[config.mk]
export PLATFORM = sky130hd
export DESIGN_NAME = board_mem_arbiter
export DESIGN_NICKNAME = d
export VERILOG_FILES = /design/src/rtl/board_mem_arbiter.sv
export SDC_FILE = /design/constraint.sdc
export NUM_CORES = 1
export LEC_CHECK = 0
export ABC_AREA = 1
export CAP_MARGIN = 15
export CORE_MARGIN = 2
export CORE_UTILIZATION = 46
export CTS_BUF_LIST = sky130_fd_sc_hd__clkbuf_4
export DETAILED_ROUTE_END_ITERATION = 10
export PLACE_DENSITY = 0.95
export SLEW_MARGIN = 30
export SYNTH_ARGS = -nofsm -noshare
export SYNTH_HDL_FRONTEND = slang
export SYNTH_SLANG_ARGS = --single-unit
export TNS_END_PERCENT = 5
[constraint.sdc]
create_clock -name clk_i -period 1.2 [get_ports clk_i]
set_input_delay 0.18 -clock clk_i [delete_from_list [all_inputs] [get_ports clk_i]]
set_output_delay 0.18 -clock clk_i [all_outputs]
set_load 0.005 [all_outputs]
[src/rtl/board_mem_arbiter.sv]
// rtl/board_mem_arbiter.sv - board RAM sharing between the display fetch path and game logic
module board_mem_arbiter #(
    parameter int BOARD_W    = 10,
    parameter int BOARD_H    = 20,
    parameter int CELL_SHIFT = 4,
    parameter int BOARD_X0   = 240,
    parameter int BOARD_Y0   = 80,
    parameter int COLOR_W    = 3,
    parameter int ADDR_W     = 8,
    parameter int BG_COLOR   = 0
) (
    input  logic               clk_i,
    input  logic               rst_i,
    input  logic [8:0]         row_i,
    input  logic [9:0]         column_i,
    input  logic               blank_n_i,
    input  logic               game_req_i,
    input  logic               game_we_i,
    input  logic [ADDR_W-1:0]  game_addr_i,
    input  logic [COLOR_W-1:0] game_wdata_i,
    output logic               game_gnt_o,
    output logic [COLOR_W-1:0] game_rdata_o,
    output logic               game_rvalid_o,
    output logic [ADDR_W-1:0]  mem_addr_o,
    output logic               mem_we_o,
    output logic [COLOR_W-1:0] mem_wdata_o,
    input  logic [COLOR_W-1:0] mem_rdata_i,
    output logic [COLOR_W-1:0] pix_color_o
);

    localparam int BOARD_X1 = BOARD_X0 + (BOARD_W << CELL_SHIFT);
    localparam int BOARD_Y1 = BOARD_Y0 + (BOARD_H << CELL_SHIFT);
    localparam int CELLS    = BOARD_W * BOARD_H;
    localparam logic [15:0]        W_BITS = 16'(BOARD_W);
    localparam logic [COLOR_W-1:0] BG     = COLOR_W'(BG_COLOR);

    typedef enum logic {
        IDLE  = 1'b0,
        GRANT = 1'b1
    } state_t;

    state_t state_q, state_d;

    logic [ADDR_W-1:0]  mem_addr_q, mem_addr_d;
    logic               mem_we_q, mem_we_d;
    logic [COLOR_W-1:0] mem_wdata_q, mem_wdata_d;
    logic               gnt_rd_q, gnt_rd_d;
    logic               rd_ok_q, rd_ok_d;
    logic               rvalid_q, rvalid_d;
    logic               w_d1_q, w_d2_q;

    logic [31:0]        row_ext, col_ext;
    logic [31:0]        cell_y, cell_x, row_base;
    logic               in_win;
    logic               game_in_range;
    logic [ADDR_W-1:0]  disp_addr;

    // Board window test and cell index; the row*BOARD_W product is a shift-add over the constant's set bits
    always_comb begin
        row_ext  = 32'(row_i);
        col_ext  = 32'(column_i);
        in_win   = blank_n_i
                   && (row_ext >= 32'(BOARD_Y0)) && (row_ext < 32'(BOARD_Y1))
                   && (col_ext >= 32'(BOARD_X0)) && (col_ext < 32'(BOARD_X1));
        cell_y   = (row_ext - 32'(BOARD_Y0)) >> CELL_SHIFT;
        cell_x   = (col_ext - 32'(BOARD_X0)) >> CELL_SHIFT;
        row_base = 32'd0;
        for (int i = 0; i < 16; i++) begin
            if (W_BITS[i]) begin
                row_base = row_base + (cell_y << i);
            end
        end
        disp_addr     = ADDR_W'(row_base + cell_x);
        game_in_range = (32'(game_addr_i) < 32'(CELLS));
    end

    // Arbitration and next RAM command: display owns the bus in the window, game is served outside it
    always_comb begin
        state_d     = state_q;
        mem_addr_d  = mem_addr_q;
        mem_we_d    = 1'b0;
        mem_wdata_d = mem_wdata_q;
        gnt_rd_d    = gnt_rd_q;
        rd_ok_d     = rd_ok_q;
        rvalid_d    = 1'b0;
        case (state_q)
            IDLE: begin
                if (!in_win && game_req_i) begin
                    state_d     = GRANT;
                    mem_addr_d  = game_addr_i;
                    mem_we_d    = game_we_i && game_in_range;
                    mem_wdata_d = game_wdata_i;
                    gnt_rd_d    = !game_we_i;
                    rd_ok_d     = game_in_range;
                end
            end
            GRANT: begin
                // No decision here, so grants are spaced at least two cycles apart
                state_d  = IDLE;
                rvalid_d = gnt_rd_q;
            end
            default: state_d = IDLE;
        endcase
        if (in_win) begin
            mem_addr_d = disp_addr;
            mem_we_d   = 1'b0;
        end
    end

    // State, RAM command and window pipeline registers
    always_ff @(posedge clk_i or posedge rst_i) begin
        if (rst_i) begin
            state_q     <= IDLE;
            mem_addr_q  <= '0;
            mem_we_q    <= 1'b0;
            mem_wdata_q <= '0;
            gnt_rd_q    <= 1'b0;
            rd_ok_q     <= 1'b0;
            rvalid_q    <= 1'b0;
            w_d1_q      <= 1'b0;
            w_d2_q      <= 1'b0;
        end else begin
            state_q     <= state_d;
            mem_addr_q  <= mem_addr_d;
            mem_we_q    <= mem_we_d;
            mem_wdata_q <= mem_wdata_d;
            gnt_rd_q    <= gnt_rd_d;
            rd_ok_q     <= rd_ok_d;
            rvalid_q    <= rvalid_d;
            w_d1_q      <= in_win;
            w_d2_q      <= w_d1_q;
        end
    end

    // Output mapping; out-of-range game reads return zero rather than RAM contents
    always_comb begin
        game_gnt_o    = (state_q == GRANT);
        game_rvalid_o = rvalid_q;
        game_rdata_o  = (rvalid_q && rd_ok_q) ? mem_rdata_i : '0;
        mem_addr_o    = mem_addr_q;
        mem_we_o      = mem_we_q;
        mem_wdata_o   = mem_wdata_q;
        pix_color_o   = w_d2_q ? mem_rdata_i : BG;
    end

endmodule
**After elaboration in Yosys (flattened, before gate mapping)**

Index checks and enable logic that the tools add are counted.

- Bits of input ports: 38
- Flip-flop bits (word level): 18

- Multiplexer cells: 11
- Order comparisons: 5
- Add/sub/neg operators: 4
- Bitwise operators: 1
- Equal/unequal tests: 1
- Reductions and logical operators: 12

Operators with widths:

| operator | number |
|---|---|
| $mux W8 | 3 |
| $add A8 B8 Y8 | 2 |
| $sub A10 B8 Y11 const B | 1 |
| $ge A10 B8 Y1 const B | 1 |
| $lt A10 B9 Y1 const B | 1 |
| $sub A9 B7 Y10 const B | 1 |
| $ge A9 B7 Y1 const B | 1 |
| $lt A9 B9 Y1 const B | 1 |
| $lt A8 B8 Y1 const B | 1 |
| $logic_and A1 B1 Y1 | 7 |
| $mux W3 | 2 |
| $mux W1 | 5 |
| $reduce_and A2 Y1 | 2 |
| $logic_not A1 Y1 | 2 |
| $ne A2 B1 Y1 const B | 1 |
| $pmux W1 S2 | 1 |
| $reduce_bool A2 Y1 | 1 |
| $not A1 Y1 | 1 |

**Longest topological paths before layout**

- Word-level depth: 10
- Gate-level depth with buffers: 16
- Mapped depth without buffers: 16

**Worst setup path after synthesis**

Ideal clock, no wire load.

- Kind: input to register
- Start point: in column_i[4]
- End point: reg mem_addr_q[5] (netlist: mem_addr_o[5])
- Data required time: 1.078 ns
- Setup time: 0.122 ns
- Arrival: 2.028 ns
- Buffers on the path: 0
- Setup slack: -0.950 ns
- Cell stages on the path: 11
- Path through: ha_1 -> nand3_1 -> xnor2_1 -> fa_1 -> inv_1 -> ha_1 -> a21oi_1 -> o21ai_0 -> xor2_1 -> nand2_1 -> nand3_2

- Word-level cells in the longest chain between the ends: 7
- Elaborated cells between the ends (all ways): 12
- Those cells by class: 2 x add/sub; 2 x order compare; 1 x eq/ne; 1 x mux; 6 x reduce/logical

Ends and longest elaborated chain:

| element | RTL line | text |
|---|---|---|
| from (decl) | 15 | `input logic [9:0] column_i,` |
| parallel branches: the longest is 7 deep, another holds $sub A10 B8 Y11 | -- |  |
| to (signal assigned) | 124 | `mem_addr_q <= mem_addr_d;` |
| to (decl) | 44 | `logic [ADDR_W-1:0] mem_addr_q, mem_addr_d;` |

Parallel ways; which one is timed is not known.
A chain may end at the register's enable or synchronous reset.

**Worst setup path in the final report**

- Start point: in row_i[5]
- End point: reg mem_addr_q[7] (netlist: mem_addr_o[7])

- Word-level cells in the longest chain between the ends: 9
- Elaborated cells between the ends (all ways): 15
- Those cells by class: 3 x add/sub; 2 x order compare; 1 x eq/ne; 1 x mux; 8 x reduce/logical

Ends and longest elaborated chain:

| element | RTL line | text |
|---|---|---|
| from (decl) | 14 | `input logic [8:0] row_i,` |
| parallel branches: the longest is 9 deep, another holds $sub A9 B7 Y10 | -- |  |

Parallel ways; which one is timed is not known.

==> qor.csv <==
stage,metric,value,unit
routing,wire_per_inst,19.3,um
setup_path,cp-end-kind,flop,
layout,final.fill_count,171,
timing,period_needed,2140,ps
synthesis,synth_cell_types,25,
run_status,status,"complete, but fails checks",
floorplanning,rows,21,
layout,final_cell_mix,"40 x buf_4, 36 x nand2_1, 30 x inv_1",
global_route,grt-ovfl-total,0,
synthesis,ys_ff_latch,18,
timing,grt_setup_unrepaired,yes,
cts,htreeDepth,1,
power_and_ir_drop,leakagePower,1.47,nW
synthesis,synthesis.area,1540,sq um
layout,syn_to_final_growth,81.5,%
global_route,track_usage,30.2,%
synthesis,synthCells,206,
synthesis,synth_top_cell_by_area,dfrtp_1,
setup_path,critPathArrivalTime,2350,ps
global_route,grt_pass1_wl,8.28,mm
layout,layout-drive-gt1-share,43.6,%
synthesis,yosys.area.top_type_share,29.2,%
placed_design,dp_hpwl,4.00,mm
routing,drt_pass1_iterations,5,
setup_path,cp_top_family,adder cells,
floorplanning,core_area,3280,sq um
routing,drt_iter0_markers,279,
placed_design,place.gp.congestion,0.787,
placed_design,numPortBuffers,57,
layout,multi_input_area,1230,sq um
global_route,antenna_found_initial,0,
timing,finClkSkew,15.9,ps
setup_path,r2r-start,game_gnt_o$_DFF_PP0_,
routing,ant_nets,0,
setup_path,crit_slowest_cell,fa_1,
cts,cts_tree,yes,
timing,max_clock_freq,466,MHz
cts,hold_buffers,0,
timing,slew_viol_final,0,
synthesis,synth_warnings,0,
setup_path,crit_path_start,row_i[5],
setup_path,cp.required,1410,ps
timing,finalSetupViolCount,21,
power_and_ir_drop,p_per_area,984,nW/um^2
routing,viasPerCell,5.64,
synthesis,avgSynthCellArea,7.50,sq um
layout,finalNonFillerCells,353,
synthesis,synth_area_leaders,"dfrtp_1 29%, nand2_1 12%, inv_1 9.2%",
floorplanning,pin_count,58,
cts,cts_buffer_depth,2,
worst_hold_path,hp-class,input pin to async pin,
synthesis,syn-num-nets,260,
cts,cts_buffers,3,
layout,final_core_util,85.3,%
timing,setup_ws,-945,ps
routing,drc,0,
setup_path,crit_chain,"buf_12, o21ai_4, xor2_4, buf_6, fa_1, inv_2, ha_4, a21oi_4, o21ai_4, nor2_2, nand3_1, nand3_1, nand2_1",
setup_path,crit_path_max_incr_delay,550,ps
timing,tightestPinTransition,386,ps
layout,nets,363,
timing,holdWs,196,ps
timing,finalCritPeriodShare,179,%
floorplanning,die-width,61.9,um
synthesis,ys_seq_area_share,29.2,%
power_and_ir_drop,ir_drop,680,uV
timing,maxSlewHeadroom,73.9,%
setup_path,critPathBufInv,3,
routing,num_vias,1991,
setup_path,cp-start-kind,input pin,
layout,antenna_cells,0,
cts,root_buffer,clkbuf_4,
floorplanning,die_area,3840,sq um
power_and_ir_drop,total_power,2.76,mW
setup_path,crit_type,input pin to flop,
placed_design,dp_cells,344,
cts,worstSkewPairLatency,310,ps
job,maxCapViolations,0,
global_route,first_global_vias,1856,
floorplanning,die_y,61.9,um
global_route,grt_max_degree,19,
cts,clkTransAtPathRegs,110,ps
cts,cts_sinks,18,
setup_path,path_max_fanout,4,
timing,finalHoldViolCount,0,
floorplanning,start_util,47.0,%
layout,final_common_cell,buf_4,
layout,seq_area,450,sq um
run_status,violations,setup timing,
routing,wl,6.81,mm
-- sequential cells by signal, indices dropped and copies added, names as in the netlist --
register	flops
game_rvalid_o	1
rd_ok_q	1
mem_wdata_o	3
w_d2_q	1
mem_addr_o	8
w_d1_q	1
mem_we_o	1
game_gnt_o	1
gnt_rd_q	1
-- per-stage QoR --
stage	worst slack, ps	TNS, ps	instance area [sq um]
after floorplan	-813	-3820	1660
after global placement	-1510	-17940	2530
after detailed placement	-1640	-19670	2530
after CTS	-830	-5320	2680
after global routing	-1010	-7730	2800
final	-945	-6600	2800
-- timing repair --
action                                  CTS  global route
endpoints found under the setup margin   36            22
buffers inserted                          3             4
pin swaps                                27            35
cloned                                    0             0
resized for setup                        95            46
-- area by class of cell --
class / count / share of cell area [%]
multi-input combinational: 145 / 44.0
timing repair buffer: 100 / 30.4
sequential: 18 / 16.1
inverter: 41 / 6.65
tap: 46 / 2.05
clock buffer: 3 / 0.804
-- worst register-to-register path, cell delays in order, from the launching register on --
cell	delay, ps
dfrtp_1	390
nor2_1	180
buf_4	150
nand2_4	80
inv_6	150
nand2_1	100
nor2_1	140
-- cell families (layout without fill, tap and decap cells) --
family	after synthesis	after routing	share of synthesized area (%)
adder cells (fa/ha/maj)	16	16	15.4
AND/OR/NAND/NOR	112	112	35.6
XOR/XNOR	6	6	3.40
buffers and inverters	43	144	12.6
flip-flops	18	18	29.2
AO/OA/AOI/OAI	11	11	3.81
-- report_power, final --
part           internal (mW)  total (mW)  switching [mW]
Sequential             0.704       0.769          0.0647
Combinational          0.811        1.68           0.872
Clock                  0.117       0.306           0.189
-- synthesized netlist by cell type --
cell type  count
a21oi_1        4
nand2_4        1
inv_4          1
dfrtp_1       18
nand2_1       49
nor2_1        17
nand2_2       10
o311ai_0       1
xnor2_1        1
xor2_1         5
nand3_1       20
fa_1           5
clkinv_1       1
nand3b_1       1
o21ai_0        5
nor3_1         1
ha_1          11
nand4_1        2
inv_8          1
inv_1         38
o21ai_1        1
nand3_2        9
nor2_2         2
buf_12         1
buf_6          1
-- routing by layer --
layer | up-vias | wire (um) | GRT usage, %
met5 | - | 0 | 0
met3 | 54 | 573 | 6.63
met1 | 923 | 2410 | 33.8
met2 | 175 | 3360 | 54.1
met4 | 0 | 460 | 14.6
li1 | 839 | - | -
-- path summary, 6_finish.rpt --
kind | to | slack, ps | depth (start not counted)
setup reg to reg | mem_we_o$_DFF_PP0_ | -60 | 6
setup / recovery | mem_addr_o[7]$_DFFE_PP0P_ | -940 | 13
hold reg to reg | w_d2_q$_DFF_PP0_ | 390 | 0
hold / removal | w_d1_q$_DFF_PP0_ | 200 | 3
min in group clk_i | mem_addr_o[0]$_DFFE_PP0P_ | 330 | 5
max in group asynchronous | mem_addr_o[0]$_DFFE_PP0P_ | 790 | 3
(Power assumes the default switching activity.)
==> edit (same flow settings) <==
Make the reset (`rst_i`) synchronous in one clocked block.
--- a/src/rtl/board_mem_arbiter.sv
+++ b/src/rtl/board_mem_arbiter.sv
@@ -108,7 +108,7 @@
     end
 
     // State, RAM command and window pipeline registers
-    always_ff @(posedge clk_i or posedge rst_i) begin
+    always_ff @(posedge clk_i) begin
         if (rst_i) begin
             state_q     <= IDLE;
             mem_addr_q  <= '0;
Function: differs if rst_i is asserted again (counterexample within 4 cycles, from zero or initial values and one cycle with rst_i high); with rst_i held inactive, the same outputs for 10 cycles.
==> edit against the unedited design <==
Die area is 0.92% lower. Worst setup slack worse by 0.21 ns. Total power is 15% lower. Routed wire length is 0.71% lower. The run still ends with setup timing left. Sequential cell count stayed put. Critical path type unchanged. Clock power is 5% higher. Synthesized cell count is 12% higher. Via count is 7.0% higher. Synthesized area is 0.97% lower. Core utilization is 2.1 points higher. Design area is 3.2% lower.
==> edit: results (changes against the unedited design) <==
buf_share: 0.3256  # +0.02118
track_usage: 0.3551  # +0.05300
max_stage_delay_ns: 0.48  # -0.07 ns
setup_slack_ns: -1.154  # -0.2091 ns
final_nets: 386  # +6.3%
grt_pass1_vias: 2113  # +14%
setup_violations: 17  # -19%
synth_compound_area_frac: 0.05074  # +0.01265
fin_worst_skew_ns: 0.0009833  # -0.01495 ns
drive_gt1_frac: 0.3746  # -0.06186
use_met1: 0.3957  # +0.05801
postSynthAreaPerCell_um2: 6.648  # -11%
crit_slowest_cell: "fa_2"
multi_input_area_um2: 1170  # -5.1%
multi_input_cells: 161  # +11%
grt_max_degree: 14  # -5
dp_hpwl_um: 4242  # +6.1%
synth_adder_area_share: 0.1555  # +0.001512
violations: "setup timing"
dr.first_iter.drc_count: 290  # +3.9%
power.internal_mw: 1.418  # -13%
viasPerCell: 5.683  # +0.75%
grt_pass1_wl_um: 9701  # +17%
route.met2.wl_um: 3312  # -1.4%
crit_arrival_ns: 2.55  # +0.20 ns
holdCritPathClass: "input pin to flop"
sequentialPower_mw: 0.674  # -12%
r2r-start: "game_gnt_o$_SDFF_PP0_"
synth-xor-area-share: 0.03437  # +0.0003342
synth-async-reset-ratio: 0  # -1.000
status: "complete, but fails checks"
inverters_excl_clock: 47  # +15%
fillers: 160  # -6.4%
reg2reg_to: "gnt_rd_q$_SDFFE_PP0P_"
place_area_um2: 2482  # -2.1%
timing.hold.ws_ns: 0.4593  # +0.2634 ns
regArea_um2: 376.6  # -16%
area_share_clock_buf_inv: 0.009686  # +0.001651
route.layer.met1.wl_um: 2320  # -3.9%
use_met2: 0.5985  # +0.05714
clk_latency_ns: 0.29  # -0.02 ns
dp_cells: 363  # +5.5%
edit: cell types whose count changed after synthesis, sizes merged, moves of 2 or more:
cell / change
nand3: +9
nand4: +2
clkinv: +2
o21ai: -3
nor2: +10
nand2: -10
dfxtp: +18
inv: +4
a21oi: +7
dfrtp: -18
edit: how the worst max path moves through the flow:
| stage | cells after the start | startpoint | to |
|---|---|---|---|
| 2_1_floorplan | 17 | row_i[5] | mem_addr_o[6]$_SDFFE_PP0P_ |
| 6_report | 17 | row_i[5] | mem_addr_o[7]$_SDFFE_PP0P_ |
| 3_5_place_dp | 18 | row_i[5] | mem_addr_o[6]$_SDFFE_PP0P_ |
| 5_1_grt | 19 | row_i[5] | mem_addr_o[7]$_SDFFE_PP0P_ |
| 4_1_cts | 19 | row_i[5] | mem_addr_o[5]$_SDFFE_PP0P_ |
| 3_3_place_gp | 16 | row_i[4] | mem_addr_o[5]$_SDFFE_PP0P_ |
